## src/rtl/psum_load_ctrl_if.sv

```systemverilog
// Psum reload bus: GLB read port on one side, PE-array psum stream on the other.
// The controller takes the master modport; the GLB and PE array together form the slave.
interface psum_load_ctrl_if #(
    parameter int DATA_W = 16
);
    logic              o_psum_glb_re;
    logic [15:0]       o_psum_glb_ra;
    logic [DATA_W-1:0] i_psum_glb_rd;
    logic              o_psum_valid;
    logic [DATA_W-1:0] o_psum_data;
    logic              i_psum_ready;

    modport master (
        output o_psum_glb_re, o_psum_glb_ra, o_psum_valid, o_psum_data,
        input  i_psum_glb_rd, i_psum_ready
    );

    modport slave (
        input  o_psum_glb_re, o_psum_glb_ra, o_psum_valid, o_psum_data,
        output i_psum_glb_rd, i_psum_ready
    );
endinterface

```

## src/rtl/psum_load_ctrl.sv

```systemverilog
// Reloads one pass of partial sums from the GLB and streams them to the PE array.
// A 2-entry skid FIFO absorbs PE backpressure across the 1-cycle GLB read latency.
module psum_load_ctrl #(
    parameter int DATA_W = 16
) (
    input  logic              i_clk,
    input  logic              i_rst,
    input  logic              i_load_start,
    input  logic [5:0]        i_iter_cnt,
    input  logic [6:0]        i_layer_m,
    input  logic [2:0]        i_layer_n,
    input  logic [4:0]        i_layer_p,
    input  logic [4:0]        i_layer_e,
    input  logic [2:0]        i_layer_q,
    input  logic [2:0]        i_layer_r,
    input  logic [3:0]        i_layer_s,
    input  logic [2:0]        i_layer_t,
    psum_load_ctrl_if.master  bus,
    output logic              o_busy,
    output logic              o_load_done
);
    localparam logic [1:0] ST_IDLE  = 2'd0;
    localparam logic [1:0] ST_LOAD  = 2'd1;
    localparam logic [1:0] ST_DRAIN = 2'd2;
    localparam logic [1:0] ST_DONE  = 2'd3;

    logic [1:0]        state;
    logic [4:0]        cnt_p;
    logic [4:0]        cnt_e;
    logic              inflight;
    logic [1:0]        occ;
    logic              wr_ptr;
    logic              rd_ptr;
    logic [DATA_W-1:0] fifo_mem [2];

    logic              empty_cfg;
    logic              last_p;
    logic              last_rd;
    logic              re;
    logic              push;
    logic              pop;
    logic [31:0]       addr_full;

    // Only p and e shape the address walk; the rest are carried for the shared layer bus.
    logic unused_layer;
    assign unused_layer = ^{i_layer_m, i_layer_n, i_layer_q, i_layer_r, i_layer_s, i_layer_t};

    assign empty_cfg = (i_layer_p == 5'd0) || (i_layer_e == 5'd0);
    assign last_p    = (cnt_p == i_layer_p - 5'd1);
    assign last_rd   = last_p && (cnt_e == i_layer_e - 5'd1);

    // Same layout as the store side so a pass reloads exactly what the previous one wrote.
    always_comb begin
        addr_full = 32'(i_layer_e) * 32'(i_layer_e) * 32'(i_layer_p)
                  + 32'(cnt_p) * 32'(i_layer_e) * 32'(i_layer_e)
                  + 32'(cnt_e) * 32'(i_layer_e)
                  + 32'(i_iter_cnt);
    end

    // A read may only issue when its data is guaranteed a free FIFO slot on arrival.
    assign re   = (state == ST_LOAD) && ((occ == 2'd0) || (occ == 2'd1 && !inflight));
    assign push = inflight;
    assign pop  = bus.o_psum_valid && bus.i_psum_ready;

    assign bus.o_psum_glb_re = re;
    assign bus.o_psum_glb_ra = addr_full[15:0];
    assign bus.o_psum_valid  = (occ != 2'd0);
    assign bus.o_psum_data   = fifo_mem[rd_ptr];
    assign o_busy            = (state != ST_IDLE);
    assign o_load_done       = (state == ST_DONE);

    always_ff @(posedge i_clk) begin
        if (i_rst) begin
            state    <= ST_IDLE;
            inflight <= 1'b0;
        end else begin
            inflight <= re;
            case (state)
                ST_IDLE: begin
                    if (i_load_start) state <= empty_cfg ? ST_DONE : ST_LOAD;
                end
                ST_LOAD: begin
                    if (re && last_rd) state <= ST_DRAIN;
                end
                ST_DRAIN: begin
                    if (occ == 2'd0 && !inflight) state <= ST_DONE;
                end
                default: state <= ST_IDLE;
            endcase
        end
    end

    // p is the inner loop; both counters wrap to zero after the final read.
    always_ff @(posedge i_clk) begin
        if (i_rst || state == ST_IDLE) begin
            cnt_p <= 5'd0;
            cnt_e <= 5'd0;
        end else if (re) begin
            if (last_rd) begin
                cnt_p <= 5'd0;
                cnt_e <= 5'd0;
            end else if (last_p) begin
                cnt_p <= 5'd0;
                cnt_e <= cnt_e + 5'd1;
            end else begin
                cnt_p <= cnt_p + 5'd1;
            end
        end
    end

    always_ff @(posedge i_clk) begin
        if (i_rst) begin
            occ         <= 2'd0;
            wr_ptr      <= 1'b0;
            rd_ptr      <= 1'b0;
            fifo_mem[0] <= '0;
            fifo_mem[1] <= '0;
        end else begin
            if (push) begin
                fifo_mem[wr_ptr] <= bus.i_psum_glb_rd;
                wr_ptr           <= ~wr_ptr;
            end
            if (pop) rd_ptr <= ~rd_ptr;
            case ({push, pop})
                2'b10:   occ <= occ + 2'd1;
                2'b01:   occ <= occ - 2'd1;
                default: occ <= occ;
            endcase
        end
    end
endmodule

```

## src/flat_wrapper.sv

```systemverilog
// flat-port wrapper written by rule: the top's interface ports become plain ports
module psum_load_ctrl_flat 
#(
    parameter int DATA_W = 16
)
  (i_clk, i_rst, i_load_start, i_iter_cnt, i_layer_m, i_layer_n, i_layer_p, i_layer_e, i_layer_q, i_layer_r, i_layer_s, i_layer_t, o_busy, o_load_done, bus_o_psum_glb_re, bus_o_psum_glb_ra, bus_o_psum_valid, bus_o_psum_data, bus_i_psum_glb_rd, bus_i_psum_ready);
  psum_load_ctrl_if #(.DATA_W(DATA_W)) bus_i ();
  input  logic i_clk;
  input  logic i_rst;
  input  logic i_load_start;
  input  logic [5:0] i_iter_cnt;
  input  logic [6:0] i_layer_m;
  input  logic [2:0] i_layer_n;
  input  logic [4:0] i_layer_p;
  input  logic [4:0] i_layer_e;
  input  logic [2:0] i_layer_q;
  input  logic [2:0] i_layer_r;
  input  logic [3:0] i_layer_s;
  input  logic [2:0] i_layer_t;
  output logic o_busy;
  output logic o_load_done;
  output wire logic [$bits(bus_i.o_psum_glb_re)-1:0] bus_o_psum_glb_re;
  output wire logic [$bits(bus_i.o_psum_glb_ra)-1:0] bus_o_psum_glb_ra;
  output wire logic [$bits(bus_i.o_psum_valid)-1:0] bus_o_psum_valid;
  output wire logic [$bits(bus_i.o_psum_data)-1:0] bus_o_psum_data;
  input wire logic [$bits(bus_i.i_psum_glb_rd)-1:0] bus_i_psum_glb_rd;
  input wire logic [$bits(bus_i.i_psum_ready)-1:0] bus_i_psum_ready;
  assign bus_o_psum_glb_re = bus_i.o_psum_glb_re;
  assign bus_o_psum_glb_ra = bus_i.o_psum_glb_ra;
  assign bus_o_psum_valid = bus_i.o_psum_valid;
  assign bus_o_psum_data = bus_i.o_psum_data;
  assign bus_i.i_psum_glb_rd = bus_i_psum_glb_rd;
  assign bus_i.i_psum_ready = bus_i_psum_ready;
  psum_load_ctrl #(.DATA_W(DATA_W)) u_core (.i_clk(i_clk), .i_rst(i_rst), .i_load_start(i_load_start), .i_iter_cnt(i_iter_cnt), .i_layer_m(i_layer_m), .i_layer_n(i_layer_n), .i_layer_p(i_layer_p), .i_layer_e(i_layer_e), .i_layer_q(i_layer_q), .i_layer_r(i_layer_r), .i_layer_s(i_layer_s), .i_layer_t(i_layer_t), .bus(bus_i), .o_busy(o_busy), .o_load_done(o_load_done));
endmodule
```

## config.mk

```make
export PLATFORM = sky130hd
export DESIGN_NAME = psum_load_ctrl_flat
export DESIGN_NICKNAME = d
export VERILOG_FILES = /design/src/rtl/psum_load_ctrl_if.sv /design/src/rtl/psum_load_ctrl.sv /design/src/flat_wrapper.sv
export SDC_FILE = /design/constraint.sdc
export NUM_CORES = 1
export LEC_CHECK = 0
export CORE_UTILIZATION = 53
export CTS_BUF_LIST = sky130_fd_sc_hd__clkbuf_16
export DETAILED_ROUTE_END_ITERATION = 8
export PLACE_DENSITY = 0.79
export SETUP_SLACK_MARGIN = 0.2
export SLEW_MARGIN = 40
export SYNTH_ARGS = -nofsm -noshare
export SYNTH_HDL_FRONTEND = slang
export SYNTH_SLANG_ARGS = --single-unit
```

## constraint.sdc

```tcl
create_clock -name i_clk -period 10.8 [get_ports i_clk]
set_input_delay 1.08 -clock i_clk [delete_from_list [all_inputs] [get_ports i_clk]]
set_output_delay 1.08 -clock i_clk [all_outputs]
set_load 0.01 [all_outputs]
```

Yosys cells after proc, flatten, opt, wreduce, memory -nomap -nowiden
Memories as Yosys holds them, arrays and structs flattened. A register that Yosys moved wholly into a read port is not among the register bits.
Cells that the tools add are included.
{ "op_classes": {"order_cmp": 0, "n_div": 0, "n_eq_ne": 11, "mul": 5, "bitwise": 2, "reduce_logical": 21, "n_addsub": 9, "shifts": 0, "mux": 20} }
{ "op_table": {"columns": ["op", "n"], "rows": [
  ["multiplier 10 x 5 -> 15 bit", 2],
  ["multiplier 5 x 5 -> 10 bit", 3],
  ["two-way mux 5 bit", 4],
  ["adder 15 x 15 -> 16 bit", 1],
  ["adder 16 x 10 -> 16 bit", 1],
  ["adder 16 x 6 -> 16 bit", 1],
  ["two-way mux 16 bit", 1],
  ["OR reduction 16 bit", 1],
  ["adder 5 x 1 -> 5 bit (second input constant)", 2],
  ["equality test 5 bit", 2],
  ["logical NOT 5 bit", 2],
  ["subtractor 5 x 1 -> 5 bit (second input constant)", 2],
  ["two-way mux 1 bit", 9],
  ["two-way mux 2 bit", 4],
  ["nonzero test 2 bit", 4],
  ["equality test 2 x 1 -> 1 bit (second input constant)", 3],
  ["equality test 2 bit (second input constant)", 3],
  ["logical AND 1 bit", 6],
  ["case mux 2 bit (3 select lines)", 1],
  ["logical NOT 2 bit", 2],
  ["inequality test 2 bit (second input constant)", 2],
  ["case mux 2 bit (2 select lines)", 1],
  ["logical OR 1 bit", 3],
  ["AND reduction 3 bit", 1],
  ["6 further kinds", 7]
]} }
{ "word_totals": {"memories": 1, "ram_bits": 32, "mem_bits_ro": 0, "ff_bits": 17, "latchBits": 0, "input_bits": 59, "out_inout_bits": 36, "wordCells": 76} }
{ "mem_list": {"columns": ["memory", "depth", "width", "read_ports", "rd_clocked_by_memory_dff", "write_ports", "line", "source"], "rows": [
  ["u_core.fifo_mem", 2, 16, 1, 1, 2, "psum_load_ctrl.sv:34", "logic [DATA_W-1:0] fifo_mem [2];"]
]} }

Logic depth before layout (Yosys ltp)
{ "logic_depth": {"word_depth": 7, "depth_mapped": 32, "mapped_depth_nobuf": 30} }

Worst setup path before layout
OpenSTA, ideal clock, no wires.
{ "synth_timing": {"path_kind": "input port to output port", "startpoint": "in i_layer_e[3]", "endpoint": "out bus_o_psum_glb_ra[15]", "cell_stages": 30, "setup_slack_ns": 0.590, "arrival_time_ns": 9.130, "path_buffers": 2, "path_cell_list": "clkbuf_1 -> clkbuf_1 -> nand2_1 -> fa_1 -> fa_1 -> inv_1 -> ha_1 -> a31o_2 -> ha_1 -> o21ai_0 -> a21boi_0 -> o21ai_0 -> a21boi_0 -> or3_1 -> fa_1 -> fa_1 -> inv_1 -> fa_1 -> fa_1 -> fa_1 -> inv_1 -> fa_1 -> inv_1 -> ha_1 -> nor4_1 -> o211ai_1 -> a41oi_1 -> o21ai_0 -> a21oi_1 -> xnor2_1"} }
{ "synth_between": {"elab_chain_len": 5} }
{ "synth_rtl": {"columns": ["item", "line", "source"], "rows": [
  ["start: declaration", "flat_wrapper.sv:15", "input logic [4:0] i_layer_e;"],
  ["multiplier 5 x 5 -> 10 bit, on equally long branches", "psum_load_ctrl.sv:54, psum_load_ctrl.sv:55", null],
  ["multiplier 10 x 5 -> 15 bit, on equally long branches", "psum_load_ctrl.sv:54, psum_load_ctrl.sv:55", null],
  ["adder 15 x 15 -> 16 bit", "psum_load_ctrl.sv:55", "+ 32'(cnt_p) * 32'(i_layer_e) * 32'(i_layer_e)"],
  ["adder 16 x 10 -> 16 bit (*)", "psum_load_ctrl.sv:56", "+ 32'(cnt_e) * 32'(i_layer_e)"],
  ["adder 16 x 6 -> 16 bit (*)", "psum_load_ctrl.sv:57", "+ 32'(i_iter_cnt);"],
  ["end: declaration", "flat_wrapper.sv:23", "output wire logic [$bits(bus_i.o_psum_glb_ra)-1:0] bus_o_psum_glb_ra;"]
]} }
Mark *: on every way between the ends. The rest lies on a longest branch, timed or not.

Worst setup path after layout
{ "layout_timing": {"startpoint": "in i_layer_e[4]", "endpoint": "out bus_o_psum_glb_ra[15]"} }
The elaborated chain is that of the path after synthesis.

==> results.py <==
metrics = {
    "yosys": {
        "synthTopCellsByArea": "fa_1, ha_1, edfxtp_1, and2_1, inv_1",
        "yosysMostFrequentCell": "inv_1",
        "synth_top_area_frac": 0.262,
        "synth-seq-cells": 50,
        "synth_nets": 1167,
        "synth_top_area_cell": "fa_1",
        "synthCells": 882,
        "synth_ff_type": "edfxtp_1",
        "async_reset_ff_frac": 0,
        "yosysWarnings": 0,
        "ys_top_cells_by_count": "inv_1, ha_1, and2_1, fa_1, nand2_1",
        "synth_area_per_cell_um2": 9.43,
        "ys_seq_area_frac": 0.159,
        "syn_area_um2": 8320,
        "netlist-cell-type-count": 58,
        "synth_edf_count": 32,
    },
    "power": {
        "vdd_drop_max_mv": 0.159,
        "cellPowerDensity_nw_per_um2": 143,
        "power_leakage_nw": 4.86,
        "fin_total_pwr_w": 0.00140,
    },
    "clock_tree": {
        "clock-root-buffer": "clkbuf_16",
        "clk_latency_ps": 290,
        "path_clk_slew_ps": 60,
        "postCtsHoldBufs": 0,
        "numCtsBuffers": 5,
        "cts_tree": "yes",
        "htreeDepth": 2,
        "clockBufferDepth": 2,
        "clkSinkCount": 50,
    },
    "worst_setup_path": {
        "slowest_stage": "fa_1",
        "worstPathRequired_ps": 9720,
        "path_class": "in2out",
        "worstPathArrival_ps": 9250,
        "reg2regPathDepth": 7,
        "cpPeakStageDelay_ps": 540,
        "crit_path_frequent_cell": "fa_1",
        "crit_fanout": 4,
        "startpoint_type": "primary input",
        "crit_path_end_kind": "output port",
    },
    "cells_and_area": {
        "multi_input_area_um2": 6330,
        "regArea_um2": 1320,
        "drive_above_1_share": 0.106,
        "area_growth_pct": 17.5,
        "fillers": 1251,
        "antenna_cells": 0,
        "layout.nets": 1259,
    },
    "timing": {
        "worst_slew_pin_slew_ps": 759,
        "hold_viol_final": 0,
        "min_period_ps": 10330,
        "fin_crit_sh": 0.956,
        "skew_ps": 5.11,
        "grt_setup_unrepaired": "yes",
        "slew_headroom": 0.494,
        "timing.hold.ws_ps": 498,
        "setup_viol": 0,
        "max_freq_ghz": 0.0968,
        "slew_viol_final": 0,
    },
    "route": {
        "vias": 5983,
        "routed_wl_um": 16400,
        "drt-initial-drc-count": 308,
        "ant_nets": 0,
        "vias_per_cell": 5.04,
        "wl_per_cell_um": 13.8,
        "post-route-drc-count": 0,
        "dr.pass1.iters": 7,
    },
    "floorplan": {
        "die_area_um2": 16200,
        "fp-row-count": 45,
        "die_w_um": 127,
        "ioPinCount": 95,
        "core-area_um2": 15300,
        "die-height_um": 127,
        "start_util": 0.545,
    },
    "hold_path": {
        "worstHoldPathCells": 2,
        "min_path_type": "reg2reg",
    },
    "global_route": {
        "grt_pass1_wl_um": 28100,
        "grt_overflow": 0,
        "grt_max_degree": 31,
        "grt_pass1_vias": 6047,
        "grtUsageTotal": 0.216,
        "antenna_found_initial": 0,
    },
    "outcome": {
        "status": "finished, final reports clean",
    },
    "placed_design": {
        "place.gp.congestion": 0.818,
        "dpl.hpwl_um": 13500,
        "portBuffers": 71,
    },
    "run": {
        "cap_viol_max_count": 0,
    },
}
area by class of cell:
cell class	instances	area share
clock buffer	5	0.0128
clock inverter	3	0.00218
inverter	170	0.0653
multi-input combinational	629	0.648
sequential	50	0.135
tap	211	0.0270
timing repair buffer	118	0.109
layout by cell type (no fill, tap or decap), drive strengths merged, types with 31 or more instances in the layout:
cell             n
buf             48
ha             117
clkdlybuf4s50   61
edfxtp          32
nand2           65
xnor2           31
fa             109
inv            170
and2           110
nor2            33
cell families after synthesis:
logic type,count (synthesis),synth area share
simple gates,270,0.180
fa+ha+maj,226,0.438
buf+inv,203,0.0947
compound gates,70,0.0552
flops,50,0.159
xor+xnor,41,0.0441
mux,22,0.0292
stage by stage:
stage               area (um2)  setup TNS [ps]  utilization  setup slack [ps]  std cells
global route              9770               0        0.641              39.3       1186
detailed placement        9500            -739        0.622              -319       1177
finish                    9770               0        0.641               473       1186
CTS                       9650               0        0.633              66.5       1185
floorplan                 8320               0            -               590        882
global placement          9500            -296        0.622              -201       1177
critical path: cells and delay by family:
kind,cells,cell delay (ps)
buffers and inverters,10,1340
and+or+nand+nor,3,420
AOI/OAI and AO/OA,7,1300
adders and majority gates,11,4790
xor gates and xnor gates,2,310
routing by layer:
metal	vias up	track usage	part of all wire
li1	2945	-	-
met1	2920	0.291	0.44
met2	99	0.383	0.51
met3	19	0.0197	0.030
met4	0	0.0385	0.015
met5	-	0	0
final timing paths:
path	start	end	slack [ps]
worst min-delay path	u_core.occ[1]$_SDFFE_PP0P_	u_core.occ[1]$_SDFFE_PP0P_	500
worst max register to register	u_core.state[1]$_SDFFE_PP0P_	u_core.state[0]$_SDFFE_PP0P_	8530
worst max-delay path	i_layer_e[4]	bus_o_psum_glb_ra[15]	470
worst min register to register	u_core.occ[1]$_SDFFE_PP0P_	u_core.occ[1]$_SDFFE_PP0P_	500
power breakdown:
part           switching [W]  internal, W
combinational       0.000471     0.000520
sequential         0.0000258     0.000233
clock              0.0000677    0.0000858
total               0.000564     0.000838
sequential cells by signal (all words and copies together), names as in the netlist, named ones only:
register	cells
u_core.fifo_mem	32
u_core.cnt_p	5
u_core.wr_ptr	1
u_core.state	2
u_core.rd_ptr	1
u_core.cnt_e	5
u_core.occ	2
u_core.inflight	1
what timing repair did:
item / in CTS / in global routing
pin swaps: 3 / 25
buffers inserted: 0 / 1
gates resized for setup: 12 / 30
endpoints found under the setup margin: 6 / 8
gates cloned: 0 / 0
Power figures use the tool's default switching activity.
